**src/rtl/press_count_bank_pkg.sv**
```systemverilog
// Shared definitions for the press counter bank:
// counting modes, default sizes and a clog2 helper.
package press_count_bank_pkg;

    localparam int PC_MODE_WRAP    = 0;
    localparam int PC_MODE_SAT     = 1;
    localparam int PC_WIDTH_DEF    = 8;
    localparam int PC_DEBOUNCE_DEF = 4;

    // Ceiling log2, never less than 1 so counters stay at least 1 bit.
    function automatic int pc_clog2(input int v);
        int r;
        r = 0;
        while ((1 << r) < v) begin
            r = r + 1;
        end
        return (r < 1) ? 1 : r;
    endfunction

endpackage

```
**src/rtl/press_count_channel.sv**
```systemverilog
// One counter channel: synchronise and debounce the up/down
// buttons, detect debounced rising edges, count with wrap/clamp.
module press_count_channel
    import press_count_bank_pkg::*;
#(
    parameter int WIDTH    = PC_WIDTH_DEF,
    parameter int DEBOUNCE = PC_DEBOUNCE_DEF,
    parameter int SATURATE = PC_MODE_WRAP
) (
    input  logic             clk_i,
    input  logic             rst_i,
    input  logic             up_i,
    input  logic             down_i,
    input  logic             clear_i,
    output logic [WIDTH-1:0] count_o,
    output logic             changed_o,
    output logic             at_limit_o
);

    localparam int CW = pc_clog2(DEBOUNCE + 1);
    localparam logic [CW-1:0] DLAST = CW'(DEBOUNCE - 1);
    localparam logic [WIDTH-1:0] CMAX = '1;
    localparam logic [WIDTH-1:0] CZERO = '0;
    localparam bit SAT = (SATURATE == PC_MODE_SAT);

    // Index 0 is the up button, index 1 the down button.
    logic [1:0]         raw;
    logic [1:0]         meta_q;
    logic [1:0]         sync_q;
    logic [1:0]         deb_q;
    logic [1:0]         deb_d;
    logic [1:0]         deb_dly_q;
    logic [1:0][CW-1:0] dcnt_q;
    logic [1:0][CW-1:0] dcnt_d;

    logic             up_press;
    logic             down_press;
    logic [WIDTH-1:0] cnt_q;
    logic [WIDTH-1:0] cnt_d;
    logic             chg_q;
    logic             chg_d;
    logic             lim_q;
    logic             lim_d;

    assign raw = {down_i, up_i};

    // Debounce: a level change is accepted after DEBOUNCE
    // consecutive cycles of disagreement; any agreement restarts.
    always_comb begin
        deb_d  = deb_q;
        dcnt_d = '0;
        for (int k = 0; k < 2; k++) begin
            if (sync_q[k] != deb_q[k]) begin
                if (dcnt_q[k] == DLAST) begin
                    deb_d[k] = sync_q[k];
                end else begin
                    dcnt_d[k] = dcnt_q[k] + CW'(1);
                end
            end
        end
    end

    // Synchroniser, debounce state and edge-history registers.
    always_ff @(posedge clk_i) begin
        if (rst_i) begin
            meta_q    <= '0;
            sync_q    <= '0;
            deb_q     <= '0;
            deb_dly_q <= '0;
            dcnt_q    <= '0;
        end else begin
            meta_q    <= raw;
            sync_q    <= meta_q;
            deb_q     <= deb_d;
            deb_dly_q <= deb_q;
            dcnt_q    <= dcnt_d;
        end
    end

    assign up_press   = deb_q[0] & ~deb_dly_q[0];
    assign down_press = deb_q[1] & ~deb_dly_q[1];

    // Counter update: clear beats presses, opposing presses cancel.
    always_comb begin
        cnt_d = cnt_q;
        chg_d = 1'b0;
        lim_d = 1'b0;
        if (clear_i) begin
            cnt_d = '0;
            chg_d = (cnt_q != CZERO);
        end else if (up_press && down_press) begin
            cnt_d = cnt_q;
        end else if (up_press) begin
            if (SAT && cnt_q == CMAX) begin
                lim_d = 1'b1;
            end else begin
                cnt_d = cnt_q + WIDTH'(1);
                chg_d = 1'b1;
            end
        end else if (down_press) begin
            if (SAT && cnt_q == CZERO) begin
                lim_d = 1'b1;
            end else begin
                cnt_d = cnt_q - WIDTH'(1);
                chg_d = 1'b1;
            end
        end
    end

    // Registered count and flag outputs.
    always_ff @(posedge clk_i) begin
        if (rst_i) begin
            cnt_q <= '0;
            chg_q <= 1'b0;
            lim_q <= 1'b0;
        end else begin
            cnt_q <= cnt_d;
            chg_q <= chg_d;
            lim_q <= lim_d;
        end
    end

    assign count_o    = cnt_q;
    assign changed_o  = chg_q;
    assign at_limit_o = lim_q;

endmodule

```
**src/rtl/press_count_bank.sv**
```systemverilog
// Bank of independent press counters between the button
// pins and the readout logic; packs channel results onto buses.
module press_count_bank
    import press_count_bank_pkg::*;
#(
    parameter int NRCH     = 2,
    parameter int WIDTH    = PC_WIDTH_DEF,
    parameter int DEBOUNCE = PC_DEBOUNCE_DEF,
    parameter int SATURATE = PC_MODE_WRAP
) (
    input  logic                  clock,
    input  logic                  reset,
    input  logic [NRCH-1:0]       countu,
    input  logic [NRCH-1:0]       countd,
    input  logic [NRCH-1:0]       clear,
    output logic [NRCH*WIDTH-1:0] nr_presses,
    output logic [NRCH-1:0]       changed,
    output logic [NRCH-1:0]       at_limit
);

    for (genvar g = 0; g < NRCH; g++) begin : g_ch
        press_count_channel #(
            .WIDTH    (WIDTH),
            .DEBOUNCE (DEBOUNCE),
            .SATURATE (SATURATE)
        ) u_ch (
            .clk_i      (clock),
            .rst_i      (reset),
            .up_i       (countu[g]),
            .down_i     (countd[g]),
            .clear_i    (clear[g]),
            .count_o    (nr_presses[g*WIDTH +: WIDTH]),
            .changed_o  (changed[g]),
            .at_limit_o (at_limit[g])
        );
    end

endmodule

```
**config.mk**
```make
export PLATFORM = sky130hd
export DESIGN_NAME = press_count_bank
export DESIGN_NICKNAME = d
export VERILOG_FILES = /design/src/rtl/press_count_bank_pkg.sv /design/src/rtl/press_count_channel.sv /design/src/rtl/press_count_bank.sv
export SDC_FILE = /design/constraint.sdc
export NUM_CORES = 1
export LEC_CHECK = 0
export BUFFER_PORTS_ARGS = -buffer_cell sky130_fd_sc_hd__buf_2
export CAP_MARGIN = 5
export CORE_ASPECT_RATIO = 0.8
export CORE_MARGIN = 2
export CORE_UTILIZATION = 45
export CTS_CLUSTER_SIZE = 28
export DETAILED_ROUTE_END_ITERATION = 8
export GPL_ROUTABILITY_DRIVEN = 0
export PLACE_DENSITY = 0.74
export SLEW_MARGIN = 10
export SYNTH_ARGS = -nofsm -noshare
export SYNTH_HDL_FRONTEND = slang
export SYNTH_SLANG_ARGS = --single-unit
```
**constraint.sdc**
```tcl
create_clock -name clock -period 5.2 [get_ports clock]
set_clock_uncertainty 0.05 [all_clocks]
set_input_delay 0.26 -clock clock [delete_from_list [all_inputs] [get_ports clock]]
set_output_delay 0.26 -clock clock [all_outputs]
set_load 0.1 [all_outputs]
```
==> results of run 1 <==
-- report_power, final --
| part | total [uW] | leakage, uW | internal [uW] | switching (uW) |
|---|---|---|---|---|
| combinational | 28.4 | 0.000706 | 7.04 | 21.4 |
| sequential | 358 | 0.000373 | 356 | 1.66 |
| clock | 262 | 0.0000514 | 143 | 118 |
-- logic make-up after synthesis --
logic type,count (synthesis)
simple gates,95
flops,46
compound gates,38
fa+ha+maj,24
buf+inv,23
xor+xnor,13
mux,9
other cells,1
-- stage by stage --
step,instances,power [uW]
2_1_floorplan,250,391
3_3_place_gp,327,394
3_5_place_dp,327,395
4_1_cts,335,657
5_1_grt,335,677
6_report,335,648
-- placed cells by master (no fill, tap or decap), types with 6 or more instances in the layout --
master	synthesis	routed
dfxtp_1	46	46
nor2_1	35	35
buf_2	2	25
ha_1	22	22
nor2b_1	14	14
nand2_1	13	13
inv_1	12	12
mux2i_1	9	9
a21oi_1	9	9
xnor2_1	8	8
nand3_1	8	8
o21ai_0	6	6
-- worst paths after layout --
check                                                        start                                    to  cells after the start  slack [ns]
worst max-delay path            g_ch[0].u_ch.deb_q[0]$_SDFFE_PP0P_  g_ch[0].u_ch.count_o[6]$_SDFFE_PP0P_                      7        3.13
worst min-delay path                                     countd[0]     g_ch[0].u_ch.meta_q[1]$_SDFF_PP0_                      2        0.12
worst max register to register  g_ch[0].u_ch.deb_q[0]$_SDFFE_PP0P_  g_ch[0].u_ch.count_o[6]$_SDFFE_PP0P_                      7        3.13
worst min register to register   g_ch[1].u_ch.dcnt_q[0]$_SDFF_PP0_     g_ch[1].u_ch.dcnt_q[0]$_SDFF_PP0_                      1        0.37
-- cells in the mapped netlist, types with 6 or more instances --
cell / count / share of area [%]
a21oi_1: 9 / 1.9
dfxtp_1: 46 / 38
ha_1: 22 / 12
inv_1: 12 / 1.9
mux2i_1: 9 / 3.8
nand2_1: 13 / 2.0
nand3_1: 8 / 1.7
nor2_1: 35 / 5.5
nor2b_1: 14 / 3.7
o21ai_0: 6 / 1.3
xnor2_1: 8 / 2.9
-- layer usage --
layer	vias to the layer above	global-route usage, %	share of wire, %
met5	-	0	0
li1	901	-	-
met4	0	5.82	1.8
met1	790	21.1	51
met2	32	21.5	43
met3	5	4.29	3.9
-- worst max-delay path, cell delays in order, from the launching register on --
cell and delay (ns):
dfxtp_1 0.43, nand2b_4 0.15, fa_1 0.43, a21o_1 0.19, a21oi_2 0.19, a2bb2oi_2 0.18, nor4_1 0.06, a211o_1 0.29
-- area by class of cell --
type | instances | area [um^2] | share of cell area, %
Sequential cell | 46 | 921 | 35.0
Timing Repair Buffer | 25 | 125 | 4.75
Inverter | 13 | 53.8 | 2.04
Tap cell | 62 | 77.6 | 2.95
Multi-Input combinational cell | 181 | 1350 | 51.1
Clock buffer | 6 | 72.6 | 2.76
Clock inverter | 2 | 37.5 | 1.43
-- sequential cells by signal (all words and copies together), names as in the netlist --
signal and count:
g_ch.u_ch.changed_o 2, g_ch.u_ch.count_o 16, g_ch.u_ch.dcnt_q 12, g_ch.u_ch.deb_dly_q 4, g_ch.u_ch.deb_q 4, g_ch.u_ch.meta_q 4, g_ch.u_ch.sync_q 4
==> summary.md, run 1 <==
| Metric | Value |
|---|---|
| Nets | `304` |
| Post_cts resized | `0` |
| Largest fanout on the critical path | `10` |
| Mapped cell area | `0.00239 mm^2` |
| Sequential area share after synthesis | `38.5%` |
| Chip width | `85.5 um` |
| H-tree depth | `2` |
| Setup_tns | `0 ns` |
| CTS tree | `done` |
| TritonRoute pass-1 iters | `4` |
| CTS hold repair buffers | `0` |
| Post-synthesis compound-gate area fraction | `11.6%` |
| Status | `complete, no violations` |
| Clock transition at path regs | `0.08 ns` |
| Yosys warns | `0` |
| Final Util | `52.0%` |
| Post-Synth Simple-Gate Area | `21.0%` |
| Number of global-route vias before repair | `1591` |
| Dominant synthesized flop cell | `dfxtp_1` |
| First-pass GRT wire length | `7.15 mm` |
| Fill cell count | `471` |
| DR vias | `1728` |
| Unique masters post-synth | `50` |
| GR Overflow Total | `0` |
| Fin. Hold Viols | `0` |
| Peak Freq | `482 MHz` |
| Tmin final | `2.07 ns` |
| Cells after Synth | `249` |
| Core Rows | `23` |
| Total CTS buffers | `5` |
| Crit path kind | `register to register` |
| Slew Viols, Final | `0` |
| DP Worst Slack | `3.15 ns` |
| PD cells | `246 mW/mm^2` |
| Leakage | `0.00113 uW` |
| Synth Area in XOR/XNOR | `6.33%` |
| Main combinational cell family by area after synthesis | `simple AND/OR/NAND/NOR gates` |
| Synth Area in Adders | `13.2%` |
| Critical Path End Type | `register` |
| Antenna violations before repair | `0` |
| Clk root buf | `clkbuf_8` |
| Final wirelength | `3.95 mm` |
| Placed cell area | `0.00252 mm^2` |
| DRT iter0 DRCs | `111` |
| Vias per cell | `5.16` |
| Die ar. | `0.00592 mm^2` |
| PortBufs | `25` |
| Starting Density | `47.3%` |
| Mux contribution to synthesized area | `3.76%` |
| Setup Viol. Count Final | `0` |
| Clock Tree Buf Depth | `2` |
| FFs w/ async S/R, synth | `0%` |
| DR DRC count | `0` |
| Die Span Y | `69.2 um` |
| Worst Hold Margin | `0.116 ns` |
| VDD IR max | `0.000120 V` |
| Final worst slack | `3.13 ns` |
| Worst Hold Class | `input pin to register` |
| Ant. Diodes | `0` |
| Rel. slew slack | `62.0%` |
| Clk sink count | `46` |
| Period utilisation layout | `39.9%` |
| FF+latch count, synth | `46` |
| Setup Buffers After CTS | `0` |
| Max Cap Violations | `0` |
| Core area | `0.00506 mm^2` |
| Fraction of layout cells with a size suffix above 1 | `17.9%` |
| HPWL Detailed | `2.95 mm` |
| Total GRT Usage | `15.0%` |
| Worst endpoint required time | `5.34 ns` |
| RSZ-0062 raised after global routing | `false` |
| Antenna viol nets, final | `0` |
| Critical Path AT | `2.22 ns` |
| Finished layout cell area | `0.00263 mm^2` |
| Syn avg cell area | `9.61 um^2` |
| CP startpoint kind | `register` |
| Area Growth Syn to Fin | `9.98%` |
| DR WL/cell | `11.8 um` |
| Worst-Margin Slew | `0.570 ns` |
| Count of flip-flops with a built-in enable after synthesis | `0` |
| Largest net degree at the start of global routing | `28` |
| Clock latency on the worst-skew pair | `0.30 ns` |
| I/O pins | `28` |
No activity file was read; power rests on OpenSTA's default activity.
==> run 2: changes to the inputs <==
==> constraint.sdc (replaced) <==
create_clock -name clock -period 2.1 [get_ports clock]
set_clock_uncertainty 0.05 [all_clocks]
set_input_delay 0.105 -clock clock [delete_from_list [all_inputs] [get_ports clock]]
set_output_delay 0.105 -clock clock [all_outputs]
set_load 0.1 [all_outputs]
==> summary.md, run 2 (synthesis gave the netlist of run 1 again) <==
| Metric | Value |
|---|---|
| Status | `complete, no violations` |
| CP Cell Sequence | `nand2b_4 -> fa_1 -> a21o_1 -> a21oi_2 -> a2bb2oi_2 -> nor4_1 -> a211o_1` |
| Period utilisation layout | `94.0% (+54 points)` |
| Most common cell after layout, fill and taps aside | `nor2_1` |
| Clk root buf | `clkbuf_8` |
| Critical Path AT | `2.11 ns (-0.11 ns)` |
| VDD IR max | `0.000321 V (+170%)` |
| CP startpoint kind | `register` |
| Largest register FFs | `16 (unchanged)` |
| Fraction of layout cells with a size suffix above 1 | `25.0% (+7.1 points)` |
| DR DRC count | `0 (unchanged)` |
| Largest net degree at the start of global routing | `17 (-39%)` |
| Antenna viol nets, final | `0 (unchanged)` |
| Ant. Diodes | `0 (unchanged)` |
| Die Span Y | `69.2 um (unchanged)` |
| Fill cell count | `449 (-4.7%)` |
| Antenna violations before repair | `0 (unchanged)` |
| Setup Buffers After CTS | `0 (unchanged)` |
| Die ar. | `0.00592 mm^2 (unchanged)` |
| Worst Hold Class | `input pin to register` |
| Slew Viols, Final | `0 (unchanged)` |
| Max stage delay on crit path | `0.40 ns (-0.03 ns)` |
| Clock share of power | `36.2% (-4.2 points)` |
| Core area | `0.00506 mm^2 (unchanged)` |
| Clock transition at path regs | `0.08 ns (about the same)` |
| DR vias | `1753 (+1.4%)` |
| Total GRT Usage | `15.2% (+0.20 points)` |
| GR Overflow Total | `0 (unchanged)` |
| Clock Tree Buf Depth | `2 (unchanged)` |
| Worst-Margin Slew | `0.506 ns (-0.0636 ns)` |
| Vias per cell | `5.13 (-0.63%)` |
| Worst endpoint required time | `2.23 ns (-3.11 ns)` |
| First-pass GRT wire length | `7.07 mm (-1.1%)` |
| Placed cell area | `0.00256 mm^2 (+1.6%)` |
| Starting Density | `47.3% (unchanged)` |
| TritonRoute pass-1 iters | `4 (unchanged)` |
| Peak Freq | `507 MHz (+5.1%)` |
| Largest fanout on the critical path | `4 (-6)` |
| Finished layout cell area | `0.00271 mm^2 (+3.1%)` |
| Setup Viol. Count Final | `0 (unchanged)` |
| Fin. Hold Viols | `0 (unchanged)` |
| Core Rows | `23 (unchanged)` |
| Clock latency on the worst-skew pair | `0.30 ns (about the same)` |
| DRT iter0 DRCs | `74 (-33%)` |
| Crit path kind | `register to register` |
| Number of global-route vias before repair | `1520 (-4.5%)` |
| P_sw | `340 uW (+140%)` |
| CTS tree | `done` |
| PortBufs | `25 (unchanged)` |
| Nets | `311 (+2.3%)` |
| Critical Path End Type | `register` |
| Rel. slew slack | `66.2% (+4.2 points)` |
| Flop pwr share | `58.6% (+3.4 points)` |
| HPWL Detailed | `3.12 mm (+5.7%)` |
| Chip width | `85.5 um (unchanged)` |
| Clk sink count | `46 (unchanged)` |
| Bufs and invs on worst path | `0 (unchanged)` |
| RSZ-0062 raised after global routing | `false` |
| H-tree depth | `2 (unchanged)` |
| Combinational share of power | `5.3% (+0.9 points)` |
| Final wirelength | `4.22 mm (+6.9%)` |
| Worst Hold Margin | `0.0175 ns (-0.0985 ns)` |
| DR WL/cell | `12.3 um (+4.7%)` |
| Critical path's slowest cell | `fa_1` |
| Max Cap Violations | `0 (unchanged)` |
| Area Growth Syn to Fin | `13.4%` |
| Sw Ratio | `22.5% (+0.70 points)` |
| Tmin final | `1.97 ns (-0.101 ns)` |
| Pint | `1170 uW (+130%)` |
| Total CTS buffers | `5 (unchanged)` |
| I/O pins | `28 (unchanged)` |
| Family with the most delay on the worst path | `compound AO/OA/AOI/OAI gates` |
| Leakage | `0.00117 uW (+3.5%)` |
| Commonest cells after routing, fill and taps aside | `35 x nor2_1, 30 x dfxtp_1, 25 x buf_2, 21 x ha_1, 16 x dfxtp_2` |
| PD cells | `557 mW/mm^2 (+130%)` |
run 2: cell count changes in the layout (fill, tap and decap cells not counted), moves of 3 or more:
cell           before  now
dfxtp_2             0   16
dfxtp_1            46   30
dlygate4sd3_1       0    4
buf_4               0    3
run 2: layout make-up:
type	instances	area, um^2	area share (%)
Timing Repair Buffer	32	188	6.92
Multi-Input combinational cell	181	1360	50.2
Sequential cell	46	941	34.7
Inverter	13	53.8	1.98
Tap cell	62	77.6	2.86
Clock inverter	1	5.00	0.184
Clock buffer	7	86.3	3.18
run 2: worst paths after layout:
path | cells after the start | slack, ns | start | to
hold reg to reg | 1 | 0.37 | g_ch[0].u_ch.dcnt_q[3]$_SDFF_PP0_ | g_ch[0].u_ch.dcnt_q[3]$_SDFF_PP0_
hold / removal | 2 | 0.02 | clear[0] | g_ch[0].u_ch.changed_o$_SDFF_PP0_
setup / recovery | 7 | 0.13 | g_ch[0].u_ch.deb_q[0]$_SDFFE_PP0P_ | g_ch[0].u_ch.count_o[6]$_SDFFE_PP0P_
setup reg to reg | 7 | 0.13 | g_ch[0].u_ch.deb_q[0]$_SDFFE_PP0P_ | g_ch[0].u_ch.count_o[6]$_SDFFE_PP0P_
run 2: repair_timing:
item,in CTS,in global routing
resized for setup,0,5
endpoints found under the setup margin,0,4
hold endpoints to repair,4,0
hold buffers,4,0
run 2: metal layers:
| metal | GRT usage (%) | part of all wire, % | wire, um |
|---|---|---|---|
| met1 | 21.6 | 51 | 2140 |
| met2 | 21.4 | 43 | 1830 |
| met3 | 3.21 | 3.5 | 147 |
| met4 | 8.11 | 2.5 | 104 |
| met5 | 0 | 0 | 0 |
run 2: power by group through the flow:
stage	clock network [uW]	logic, uW	registers (uW)
after floorplan	0	62.3	906
after global placement	0	73.6	907
after detailed placement	0	74.1	907
after CTS	574	79.8	886
after global routing	608	84.8	888
final	547	79.5	886
run 2: worst reg2reg max path: stages (launching register included):
cell and delay, ns:
dfxtp_2 0.39, nand2b_4 0.08, fa_1 0.40, a21o_1 0.19
a21oi_2 0.19, a2bb2oi_2 0.20, nor4_1 0.07, a211o_1 0.28
run 2: per-stage QoR:
| stage | utilization (%) | total power, uW | std cells | TNS, ns | setup WS (ns) |
|---|---|---|---|---|---|
| after floorplan | - | 969 | 250 | -0.0333 | -0.0333 |
| after global placement | 50.6 | 980 | 330 | 0 | 0.151 |
| after detailed placement | 50.6 | 981 | 330 | 0 | 0.0539 |
| after CTS | 53.2 | 1540 | 342 | 0 | 0.0304 |
| after global routing | 53.6 | 1580 | 342 | 0 | 0.0421 |
| final | 53.6 | 1510 | 342 | 0 | 0.126 |
==> run 3: changes to the inputs <==
--- a/config.mk
+++ b/config.mk
@@ -9,11 +9,11 @@
 export CAP_MARGIN = 5
 export CORE_ASPECT_RATIO = 0.8
 export CORE_MARGIN = 2
-export CORE_UTILIZATION = 45
+export CORE_UTILIZATION = 58
 export CTS_CLUSTER_SIZE = 28
 export DETAILED_ROUTE_END_ITERATION = 8
 export GPL_ROUTABILITY_DRIVEN = 0
-export PLACE_DENSITY = 0.74
+export PLACE_DENSITY = 0.89
 export SLEW_MARGIN = 10
 export SYNTH_ARGS = -nofsm -noshare
 export SYNTH_HDL_FRONTEND = slang
==> summary.md, run 3 (synthesis gave the netlist of run 1 again) <==
| Metric | Value |
|---|---|
| Status | `complete, no violations` |
| Die ar. | `0.00466 mm^2 (-21%)` |
| Die Span Y | `61.5 um (-11%)` |
| Largest register FFs | `16 (unchanged)` |
| I/O pins | `28 (unchanged)` |
| Final wirelength | `4.24 mm (+0.47%)` |
| Chip width | `75.8 um (-11%)` |
| Peak Freq | `500 MHz (-1.4%)` |
| Ant. Diodes | `0 (unchanged)` |
| Area Growth Syn to Fin | `14.3%` |
| Final Util | `70.5% (+17 points)` |
| Design Power | `1630 uW (+7.8%)` |
| Worst Hold Class | `input pin to register` |
| Crit path kind | `register to register` |
| HPWL Detailed | `3.03 mm (-2.9%)` |
| CP startpoint kind | `register` |
| Reg2Reg Depth | `7 (unchanged)` |
| RR Endpoint | `g_ch[0].u_ch.count_o[6]$_SDFFE_PP0P_` |
| First-pass GRT wire length | `6.98 mm (-1.4%)` |
| Most common cell after layout, fill and taps aside | `nor2_1` |
| Clock transition at path regs | `0.09 ns (about the same)` |
| TritonRoute pass-1 iters | `4 (unchanged)` |
| Vias per cell | `5.25 (+2.4%)` |
| Number of global-route vias before repair | `1560 (+2.6%)` |
| Commonest cells after routing, fill and taps aside | `35 x nor2_1, 31 x dfxtp_1, 25 x buf_2, 22 x ha_1, 15 x dfxtp_2` |
| Worst-Margin Slew | `0.576 ns (+0.0692 ns)` |
| Leakage | `0.00119 uW (+1.9%)` |
| Starting Density | `61.7% (+14 points)` |
| Core area | `0.00388 mm^2 (-23%)` |
| Tmin final | `2.00 ns (+0.0275 ns)` |
| Fraction of layout cells with a size suffix above 1 | `24.4% (-0.62 points)` |
| Antenna viol nets, final | `0 (unchanged)` |
| CTS tree | `done` |
| H-tree depth | `2 (unchanged)` |
| PortBufs | `25 (unchanged)` |
| Largest fanout on the critical path | `7 (+3)` |
| Nets | `314 (+0.96%)` |
| Fin. Hold Viols | `0 (unchanged)` |
| DR DRC count | `0 (unchanged)` |
| Core Rows | `20 (-13%)` |
| DRT iter0 DRCs | `83 (+12%)` |
| Critical Path AT | `2.14 ns (+0.03 ns)` |
| RSZ-0062 raised after global routing | `false` |
| Worst R2R Setup Slack | `0.1 ns (-0.03 ns)` |
| Clock Tree Buf Depth | `2 (unchanged)` |
| Period utilisation layout | `95.3% (+1.3 points)` |
| Rel. slew slack | `61.6% (-4.6 points)` |
| Total GRT Usage | `20.1% (+4.9 points)` |
| Antenna violations before repair | `0 (unchanged)` |
| Largest net degree at the start of global routing | `24 (+7)` |
| Setup_tns | `0 ns (unchanged)` |
| DR vias | `1774 (+1.2%)` |
| Reg-to-Reg Start | `g_ch[0].u_ch.deb_q[0]$_SDFFE_PP0P_` |
| Total CTS buffers | `5 (unchanged)` |
| Worst endpoint required time | `2.24 ns (about the same)` |
| VDD IR max | `0.000608 V (+89%)` |
| CP Launch Point | `g_ch[0].u_ch.deb_q[0]$_SDFFE_PP0P_` |
| Clk sink count | `46 (unchanged)` |
| GR Overflow Total | `0 (unchanged)` |
| PD cells | `596 mW/mm^2 (+7.0%)` |
| Post-route non-filler standard cell count | `338 (-1.2%)` |
| Critical Path End Type | `register` |
| DR WL/cell | `12.5 um (+1.7%)` |
| Max Cap Violations | `0 (unchanged)` |
| Clock latency on the worst-skew pair | `0.30 ns (about the same)` |
| Slew Viols, Final | `0 (unchanged)` |
| Worst Setup EP | `g_ch[0].u_ch.count_o[6]$_SDFFE_PP0P_` |
| Cells after DPL | `322 (-2.4%)` |
| Setup Viol. Count Final | `0 (unchanged)` |
| Clk root buf | `clkbuf_8` |
-- run 3: cell types whose count changed in the layout (fill, tap and decap cells not counted), sizes merged --
cell,change
clkbuf,-2
dlygate4sd3,+2
buf,+1
bufinv,+1
inv,+1
-- run 3: timing repair --
item,in CTS,in global routing
setup buffers,0,2
endpoints found under the setup margin,0,3
hold buffers,6,0
gates resized for setup,0,2
endpoints found under the hold margin,5,0
-- run 3: report_power, final --
| group | switching, uW | total, uW | internal [uW] |
|---|---|---|---|
| Clock | 306 | 663 | 357 |
| Sequential | 4.51 | 887 | 882 |
| Combinational | 55.5 | 81.1 | 25.6 |
-- run 3: final cells by class --
cell class | instances | area (um^2)
fill | 304 | 1140
tap | 55 | 68.8
clock inverter | 3 | 43.8
clock buffer | 5 | 68.8
timing repair buffer | 35 | 215
sequential | 46 | 940
multi-input combinational | 181 | 1350
inverter | 13 | 53.8
-- run 3: worst max-delay path, stage by stage, from the launching register on --
cell and delay, ns:
dfxtp_1 0.43, nand2b_4 0.11, fa_1 0.42, a21o_1 0.18, a21oi_2 0.18, a2bb2oi_2 0.17, nor4_1 0.06, a211o_1 0.28
-- run 3: worst min-delay path by stage --
stage          cells after the start  slack, ns      start                           endpoint
6_report                           2       0.04   clear[1]  g_ch[1].u_ch.changed_o$_SDFF_PP0_
5_1_grt                            2       0.02   clear[1]  g_ch[1].u_ch.changed_o$_SDFF_PP0_
4_1_cts                            2       0.02   clear[1]  g_ch[1].u_ch.changed_o$_SDFF_PP0_
3_5_place_dp                       2       0.27  countd[0]  g_ch[0].u_ch.meta_q[1]$_SDFF_PP0_
3_3_place_gp                       2       0.27  countd[1]  g_ch[1].u_ch.meta_q[1]$_SDFF_PP0_
2_1_floorplan                      1       0.16   clear[0]  g_ch[0].u_ch.changed_o$_SDFF_PP0_
-- run 3: metrics by stage --
step	hold slack (ns)	cell area (um^2)	worst slack [ns]
3_3_place_gp	0.266	2550	0.178
4_1_cts	0.0162	2720	0.0246
3_5_place_dp	0.270	2550	0.0748
5_1_grt	0.0247	2740	0.00161
2_1_floorplan	0.164	2410	-0.0333
6_report	0.0360	2740	0.0990
-- run 3: routing by layer --
metal	wire length (um)	share of wire [%]	track usage (%)
met1	2100	50	27.5
met2	1860	44	32.0
met3	233	5.5	5.40
met4	45	1.1	4.51
met5	0	0	0
